File: src/rtl/cdb_arbiter.sv
// Round-robin arbiter for the shared non-load CDB: one holding buffer per unit, one registered broadcast per cycle.
// Optional conflict counter enabled by defining CDB_ARB_PERF_EN.
module cdb_arbiter #(
  parameter int NUM_REQ = 3,
  parameter int TAG_W   = 5,
  parameter int DATA_W  = 32
) (
  input  logic                      clk,
  input  logic                      rst,
  input  logic                      ena,
  input  logic                      in_flush,
  input  logic [NUM_REQ-1:0]        in_req_valid,
  input  logic [NUM_REQ*TAG_W-1:0]  in_req_tag,
  input  logic [NUM_REQ*DATA_W-1:0] in_req_value,
  input  logic [NUM_REQ-1:0]        in_req_isjump,
  input  logic [NUM_REQ*DATA_W-1:0] in_req_jump_addr,
  output logic [NUM_REQ-1:0]        out_req_ready,
  output logic [TAG_W-1:0]          out_cdb_rob_tag,
  output logic [DATA_W-1:0]         out_cdb_value,
  output logic                      out_cdb_isjump,
  output logic [DATA_W-1:0]         out_cdb_jump_addr,
  output logic [31:0]               out_perf_conflict_cnt
);

  localparam int PTR_W = (NUM_REQ > 1) ? $clog2(NUM_REQ) : 1;

  logic [NUM_REQ-1:0] buf_valid;
  logic [TAG_W-1:0]   buf_tag       [NUM_REQ];
  logic [DATA_W-1:0]  buf_value     [NUM_REQ];
  logic [NUM_REQ-1:0] buf_isjump;
  logic [DATA_W-1:0]  buf_jump_addr [NUM_REQ];

  logic [PTR_W-1:0]   rr_ptr;
  logic [31:0]        rr_ext;
  logic [NUM_REQ-1:0] grant;
  logic [PTR_W-1:0]   grant_idx;
  logic               any_grant;
  logic               advance;
  logic [NUM_REQ-1:0] tag_nz;
  logic [NUM_REQ-1:0] accept;

  assign advance = ena & ~in_flush;
  assign rr_ext  = 32'(rr_ptr);

  // Wrapping search split into two ascending passes: [rr_ptr..N-1] then [0..rr_ptr-1].
  always_comb begin
    grant     = '0;
    grant_idx = '0;
    any_grant = 1'b0;
    for (int unsigned i = 0; i < NUM_REQ; i++) begin
      if (!any_grant && buf_valid[i] && (i >= rr_ext)) begin
        grant[i]  = 1'b1;
        grant_idx = PTR_W'(i);
        any_grant = 1'b1;
      end
    end
    for (int unsigned i = 0; i < NUM_REQ; i++) begin
      if (!any_grant && buf_valid[i] && (i < rr_ext)) begin
        grant[i]  = 1'b1;
        grant_idx = PTR_W'(i);
        any_grant = 1'b1;
      end
    end
  end

  always_comb begin
    tag_nz = '0;
    for (int unsigned i = 0; i < NUM_REQ; i++) begin
      tag_nz[i] = |in_req_tag[i*TAG_W +: TAG_W];
    end
  end

  assign out_req_ready = {NUM_REQ{advance}} & (~buf_valid | grant);
  assign accept        = in_req_valid & out_req_ready & tag_nz;

  always_ff @(posedge clk or negedge rst) begin
    if (!rst) begin
      buf_valid  <= '0;
      buf_isjump <= '0;
      for (int unsigned i = 0; i < NUM_REQ; i++) begin
        buf_tag[i]       <= '0;
        buf_value[i]     <= '0;
        buf_jump_addr[i] <= '0;
      end
    end else if (in_flush) begin
      buf_valid <= '0;
    end else if (ena) begin
      for (int unsigned i = 0; i < NUM_REQ; i++) begin
        if (accept[i]) begin
          buf_valid[i]     <= 1'b1;
          buf_tag[i]       <= in_req_tag[i*TAG_W +: TAG_W];
          buf_value[i]     <= in_req_value[i*DATA_W +: DATA_W];
          buf_isjump[i]    <= in_req_isjump[i];
          buf_jump_addr[i] <= in_req_jump_addr[i*DATA_W +: DATA_W];
        end else if (grant[i]) begin
          buf_valid[i] <= 1'b0;
        end
      end
    end
  end

  always_ff @(posedge clk or negedge rst) begin
    if (!rst) begin
      rr_ptr            <= '0;
      out_cdb_rob_tag   <= '0;
      out_cdb_value     <= '0;
      out_cdb_isjump    <= 1'b0;
      out_cdb_jump_addr <= '0;
    end else if (in_flush) begin
      out_cdb_rob_tag   <= '0;
      out_cdb_value     <= '0;
      out_cdb_isjump    <= 1'b0;
      out_cdb_jump_addr <= '0;
    end else if (ena) begin
      if (any_grant) begin
        out_cdb_rob_tag   <= buf_tag[grant_idx];
        out_cdb_value     <= buf_value[grant_idx];
        out_cdb_isjump    <= buf_isjump[grant_idx];
        out_cdb_jump_addr <= buf_jump_addr[grant_idx];
        rr_ptr            <= (grant_idx == PTR_W'(NUM_REQ - 1)) ? '0 : grant_idx + 1'b1;
      end else begin
        out_cdb_rob_tag   <= '0;
        out_cdb_value     <= '0;
        out_cdb_isjump    <= 1'b0;
        out_cdb_jump_addr <= '0;
      end
    end
  end

`ifdef CDB_ARB_PERF_EN
  logic [31:0] perf_cnt;

  always_ff @(posedge clk or negedge rst) begin
    if (!rst) begin
      perf_cnt <= '0;
    end else if (advance && ($countones(buf_valid) > 1)) begin
      perf_cnt <= perf_cnt + 32'd1;
    end
  end

  assign out_perf_conflict_cnt = perf_cnt;
`else
  assign out_perf_conflict_cnt = '0;
`endif

endmodule

File: config.mk
export PLATFORM = sky130hd
export DESIGN_NAME = cdb_arbiter
export DESIGN_NICKNAME = d
export VERILOG_FILES = /design/src/rtl/cdb_arbiter.sv
export SDC_FILE = /design/constraint.sdc
export NUM_CORES = 1
export LEC_CHECK = 0
export ABC_CLOCK_PERIOD_IN_PS = 2920
export CAP_MARGIN = 20
export CORE_MARGIN = 2
export CORE_UTILIZATION = 44
export CTS_CLUSTER_DIAMETER = 120
export DETAILED_ROUTE_END_ITERATION = 6
export HOLD_SLACK_MARGIN = 0.1
export PLACE_DENSITY_LB_ADDON = 0.12
export RECOVER_POWER = 50
export SKIP_CTS_REPAIR_TIMING = 1
export SLEW_MARGIN = 15
export SYNTH_ARGS = -nofsm -noshare
export SYNTH_HDL_FRONTEND = slang
export SYNTH_SLANG_ARGS = --single-unit
File: constraint.sdc
create_clock -name clk -period 2.92 [get_ports clk]
set_clock_uncertainty 0.15 [all_clocks]
set_input_delay 0.584 -clock clk [delete_from_list [all_inputs] [get_ports clk]]
set_output_delay 0.584 -clock clk [all_outputs]
set_load 0.05 [all_outputs]
==> metrics, run 1 <==
status finished, final reports clean; Layout Nets 1359; Port Buffers 289; yosys warns 0; Final Core Density 60.8%; crit path cell chain clkdlybuf4s50_1 > nand2b_1 > buf_4 > a21oi_1 > buf_12; drc violations 0; CTS tree yes; Post-Syn Instances 845; Starting Density 44.9%; commonest cells after routing, fill and taps aside 285 x dfrtp_1, 285 x clkdlybuf4s50_1, 128 x mux2_2; relative max-transition margin 5.96%; worst hold path type reg2reg; Sw Ratio 27.0%; post-synthesis cell area 12100 µm²; final setup fails 0; largest net degree at the start of global routing 66; Post-Route WL 30300 µm; clock buffer count from CTS 31; Clock transition at path regs 60 ps; asr flop ratio synth 100%; Setup CP Type in2out; Yosys reg bits 285; top_reg_cell synth dfrtp_1; power share of the clock group 35.1%; core area 27000 µm²; vias in the first global route 8380; dpl cells 1449; clock sinks 285; Pleak 7.20 nW; post-synthesis sequential area ratio 58.9%; CP max stage cell clkdlybuf4s50_1; Max Clk Rate 363 MHz; Die X 170 µm; grt ovf 0; Final Slew Violations 0; first-pass GRT wire length 47300 µm; Die Ht 170 µm; Flop pwr share 45.4%; RSZ-0062 raised after global routing false; diodes inserted 0; Clock Latency Late Sink 550 ps; worst slew pin tran 1410 ps; Root Buffer clkbuf_16; Rows 60; crit path DAT 2020 ps; Layout Cells excl Fill 1507; initial antenna violation count 4; Final TNS setup 0 ps; library cells used by synthesis 43; die area 28800 µm²; cell family with most CP delay buffers and inverters; vias 7987; power density over the cells 679 nW/µm²; drt first pass iters 5; Antenna Nets Post-Route 0; MaxCap Viol Count 0; peak supply drop 0.368 mV; Sw Pwr 3.00 mW; Mapped Avg Cell Area 14.3 µm²; CP bufs+invs 3; combinational share of power 19.5%; Max Buffers Root-to-Sink 3; Crit Path Max Fanout 7; crit path capture type primary output; I/O pins 322; layout cells sized above 1 19.6%; Startpoint Class primary input; H-tree levels 1; Via density 5.30; WHS 334 ps; Total GRT Usage 21.1%; Worst EP required 2190 ps; Hold Vio Cnt, Final 0; synthesis-to-layout area growth 35.3%; GP Congestion 0.771; delay of the slowest critical-path stage 630 ps; Internal 8.12 mW; period utilization 94.4%; number of synthesized flops with an enable pin 0; drt wl/cell 20.1 µm; post-DP HPWL 20300 µm; crit path time final 2760 ps; Iter 0 DRT Violations 383
routing by layer:
layer	track usage (%)	vias up	wire length [µm]
met5	0	-	13
met4	4.05	2	504
met3	5.09	36	2150
met2	34.3	252	14300
met1	29.2	4074	13300
li1	-	3623	-
synthesized netlist by cell type, drive strengths merged (3+ instances only):
| master | n | area, µm² |
|---|---|---|
| a22oi | 69 | 518 |
| buf | 67 | 552 |
| clkbuf | 19 | 71.3 |
| dfrtp | 285 | 7130 |
| inv | 6 | 22.5 |
| mux2 | 208 | 2380 |
| mux2i | 70 | 701 |
| nand2 | 4 | 15.0 |
| nand2b | 3 | 26.3 |
| nor2 | 5 | 18.8 |
| nor3 | 3 | 31.3 |
| o21ai | 77 | 385 |
| or4 | 3 | 22.5 |
worst reg2reg max path, stage by stage (launching register included):
cell and delay, ps:
dfrtp_1 380, buf_4 170, nor2_1 170, o311a_1 230, o211a_1 300, clkbuf_4 520, mux2_1 390
area by class of cell:
| class | instances | area, µm² |
|---|---|---|
| multi-input combinational | 499 | 4450 |
| inverter | 6 | 22.5 |
| fill | 2187 | 10600 |
| sequential | 285 | 7130 |
| tap | 341 | 427 |
| timing repair buffer | 319 | 3310 |
| clock buffer | 50 | 937 |
| clock inverter | 7 | 92.6 |
cell families after synthesis:
| family | after synthesis | share of synthesized area [%] |
|---|---|---|
| muxes | 278 | 25.5 |
| other | 1 | 0.0310 |
| and+or+nand+nor | 28 | 1.54 |
| DFF | 285 | 58.9 |
| AOI/OAI and AO/OA | 161 | 8.69 |
| buffers and inverters | 92 | 5.34 |
power groups by stage:
stage | clock network (mW) | registers, mW | logic, mW
2_1_floorplan | 0 | 5.33 | 1.10
3_3_place_gp | 0 | 5.10 | 2.16
3_5_place_dp | 0 | 5.12 | 2.20
4_1_cts | 4.01 | 5.05 | 2.21
5_1_grt | 4.17 | 5.15 | 2.34
6_report | 3.91 | 5.05 | 2.16
sequential cells by signal (all words and copies together) (netlist names):
name and count:
out_cdb_value 32, buf_jump_addr 96, rr_ptr 2, out_cdb_jump_addr 32, buf_tag 15, buf_isjump 3, out_cdb_rob_tag 5, buf_valid 3
buf_value 96, out_cdb_isjump 1
worst paths after layout:
kind                                           start                                end  slack (ps)  depth (start not counted)
max                                              ena                   out_req_ready[2]         160                          5
min                        buf_value[84]$_DFFE_PN0P_          buf_value[84]$_DFFE_PN0P_         330                          1
max reg2reg                 buf_valid[2]$_DFFE_PN0P_          buf_value[65]$_DFFE_PN0P_         510                          6
min reg2reg                buf_value[84]$_DFFE_PN0P_          buf_value[84]$_DFFE_PN0P_         330                          1
max in group asynchronous                        rst  out_cdb_jump_addr[13]$_DFFE_PN0P_         390                          3
min in group asynchronous                        rst   out_cdb_jump_addr[8]$_DFFE_PN0P_         740                          2
stage by stage:
step                setup WS (ps)  cell area, µm²  power (mW)
finish                        164           16400        11.1
detailed placement           71.6           15400        7.31
global placement             92.4           15400        7.25
floorplan                     437           12200        6.42
global route                 20.4           16400        11.7
CTS                          84.1           16400        11.3
Power figures use the tool's default switching activity.
==> run 2: changes to the inputs <==
--- a/config.mk
+++ b/config.mk
@@ -5,10 +5,12 @@
 export SDC_FILE = /design/constraint.sdc
 export NUM_CORES = 1
 export LEC_CHECK = 0
-export ABC_CLOCK_PERIOD_IN_PS = 2920
+export ABC_CLOCK_PERIOD_IN_PS = 3100
 export CAP_MARGIN = 20
+export CELL_PAD_IN_SITES_DETAIL_PLACEMENT = 0
+export CELL_PAD_IN_SITES_GLOBAL_PLACEMENT = 2
 export CORE_MARGIN = 2
-export CORE_UTILIZATION = 44
+export CORE_UTILIZATION = 33
 export CTS_CLUSTER_DIAMETER = 120
 export DETAILED_ROUTE_END_ITERATION = 6
 export HOLD_SLACK_MARGIN = 0.1
==> constraint.sdc (replaced) <==
create_clock -name clk -period 3.1 [get_ports clk]
set_clock_uncertainty 0.15 [all_clocks]
set_input_delay 0.62 -clock clk [delete_from_list [all_inputs] [get_ports clk]]
set_output_delay 0.62 -clock clk [all_outputs]
set_load 0.05 [all_outputs]
==> run 2 against run 1 <==
Via count is 0.23% lower. Combinational power is 6% lower. Worst hold slack better by 1.7 ps.
==> metrics, run 2 (same netlist as run 1, synthesis figures left out) <==
CTS tree yes; Worst EP required 3330 ps; reg2reg end buf_jump_addr[34]$_DFFE_PN0P_; Sw Pwr 2.92 mW; crit path time final 2840 ps; power share of the clock group 35.8%; Port Buffers 289; core area 36300 µm²; Place WS 9.34 ps; grt ovf 0; worst hold path type reg2reg; final setup fails 0; clock buffer count from CTS 35; synthesis-to-layout area growth 36.4%; Placed Area 15500 µm²; Multi-input gate area 4450 µm²; Max Buffers Root-to-Sink 3; Max Clk Rate 352 MHz; power density over the cells 641 nW/µm²; peak supply drop 0.325 mV; Rows 70; Worst Setup EP buf_tag[11]$_DFFE_PN0P_; Total Power 10.6 mW; initial antenna violation count 4; commonest cells after routing, fill and taps aside 285 x dfrtp_1, 285 x clkdlybuf4s50_1, 128 x mux2_2; Hold Vio Cnt, Final 0; Fillers 3318; reg2reg path depth 5; Starting Density 33.3%; Final TNS setup 0 ps; MaxCap Viol Count 0; layout cells sized above 1 19.2%; H-tree levels 2; Startpoint Class primary input; Final Cell Area 16500 µm²; drt wl/cell 20.8 µm; Clock Latency Late Sink 500 ps; largest net degree at the start of global routing 79; worst slew pin tran 1390 ps; combinational share of power 19.2%; Sw Ratio 27.6%; clock sinks 285; period utilization 91.7%; Clock transition at path regs 60 ps; first-pass GRT wire length 52500 µm; Internal 7.67 mW; die area 38200 µm²; vias 7969; post-DP HPWL 22300 µm; fin worst setup slack 256 ps; Setup CP Type in2reg; vias in the first global route 8486; Top Registers buf_jump_addr x96, buf_value x96; drt first pass iters 4; Pleak 7.18 nW; Die X 195 µm; Final Slew Violations 0; relative max-transition margin 7.10%; drc violations 0; Root Buffer clkbuf_16; GP Congestion 0.768; crit path capture type register; Iter 0 DRT Violations 233; crit path launch ena; status finished, final reports clean; RSZ-0062 raised after global routing false; Post-Route WL 34100 µm; Total GRT Usage 17.9%; crit path DAT 3070 ps; register area 7130 µm²; Antenna Nets Post-Route 0; Crit Path Max Fanout 10; Flop pwr share 45.0%; worst reg2reg setup slack 370 ps; Die Ht 195 µm; FF-to-FF Start buf_valid[2]$_DFFE_PN0P_; Layout Nets 1362; Via density 4.86; I/O pins 322
run 2: cell count changes in the layout (fill, tap and decap cells not counted), sizes merged:
cell and delta:
clkinv +1, buf -5, bufinv -2, clkbuf +10, diode +2
run 2: final cells by class:
type | count | area share, %
clock buffer | 56 | 6.16
multi-input combinational | 499 | 27.0
timing repair buffer | 318 | 19.7
inverter | 6 | 0.136
sequential | 285 | 43.2
clock inverter | 6 | 0.273
tap | 468 | 3.55
antenna | 2 | 0.0303
run 2: worst max-delay path, stage by stage:
cell and delay, ps:
clkdlybuf4s50_1 480, buf_4 150, nor2b_1 240, o311a_1 260, o211a_4 220, clkbuf_1 690
mux2_2 410
run 2: stage by stage:
| stage | util [%] | std cells | hold slack, ps |
|---|---|---|---|
| finish | 45.4 | 1640 | 335 |
| global route | 45.4 | 1638 | 351 |
| CTS | 45.7 | 1637 | -36.8 |
| detailed placement | 42.7 | 1575 | 328 |
| global placement | 42.7 | 1575 | 316 |
| floorplan | - | 876 | 174 |
run 2: worst min path at each step:
stage,from,end,slack [ps],cells past startpoint
global route,buf_jump_addr[92]$_DFFE_PN0P_,buf_jump_addr[92]$_DFFE_PN0P_,350,1
detailed placement,buf_jump_addr[92]$_DFFE_PN0P_,buf_jump_addr[92]$_DFFE_PN0P_,330,1
finish,buf_value[69]$_DFFE_PN0P_,buf_value[69]$_DFFE_PN0P_,340,1
CTS,rst,buf_jump_addr[75]$_DFFE_PN0P_,-40,1
global placement,buf_value[92]$_DFFE_PN0P_,buf_value[92]$_DFFE_PN0P_,320,1
floorplan,rst,buf_isjump[0]$_DFFE_PN0P_,170,0
run 2: layer usage:
layer / part of all wire, % / up-vias / track usage [%]
li1: - / 3644 / -
met1: 44 / 4030 / 23.6
met2: 47 / 239 / 29.0
met3: 7.5 / 50 / 5.54
met4: 1.6 / 6 / 4.04
met5: 0.10 / - / 0
run 2: power by group through the flow:
stage / Sequential [mW] / Clock, mW / Combinational (mW)
after floorplan: 5.02 / 0 / 1.03
after global placement: 4.82 / 0 / 2.06
after detailed placement: 4.82 / 0 / 2.09
after CTS: 4.76 / 3.93 / 2.09
after global routing: 4.85 / 4.10 / 2.20
final: 4.76 / 3.79 / 2.04
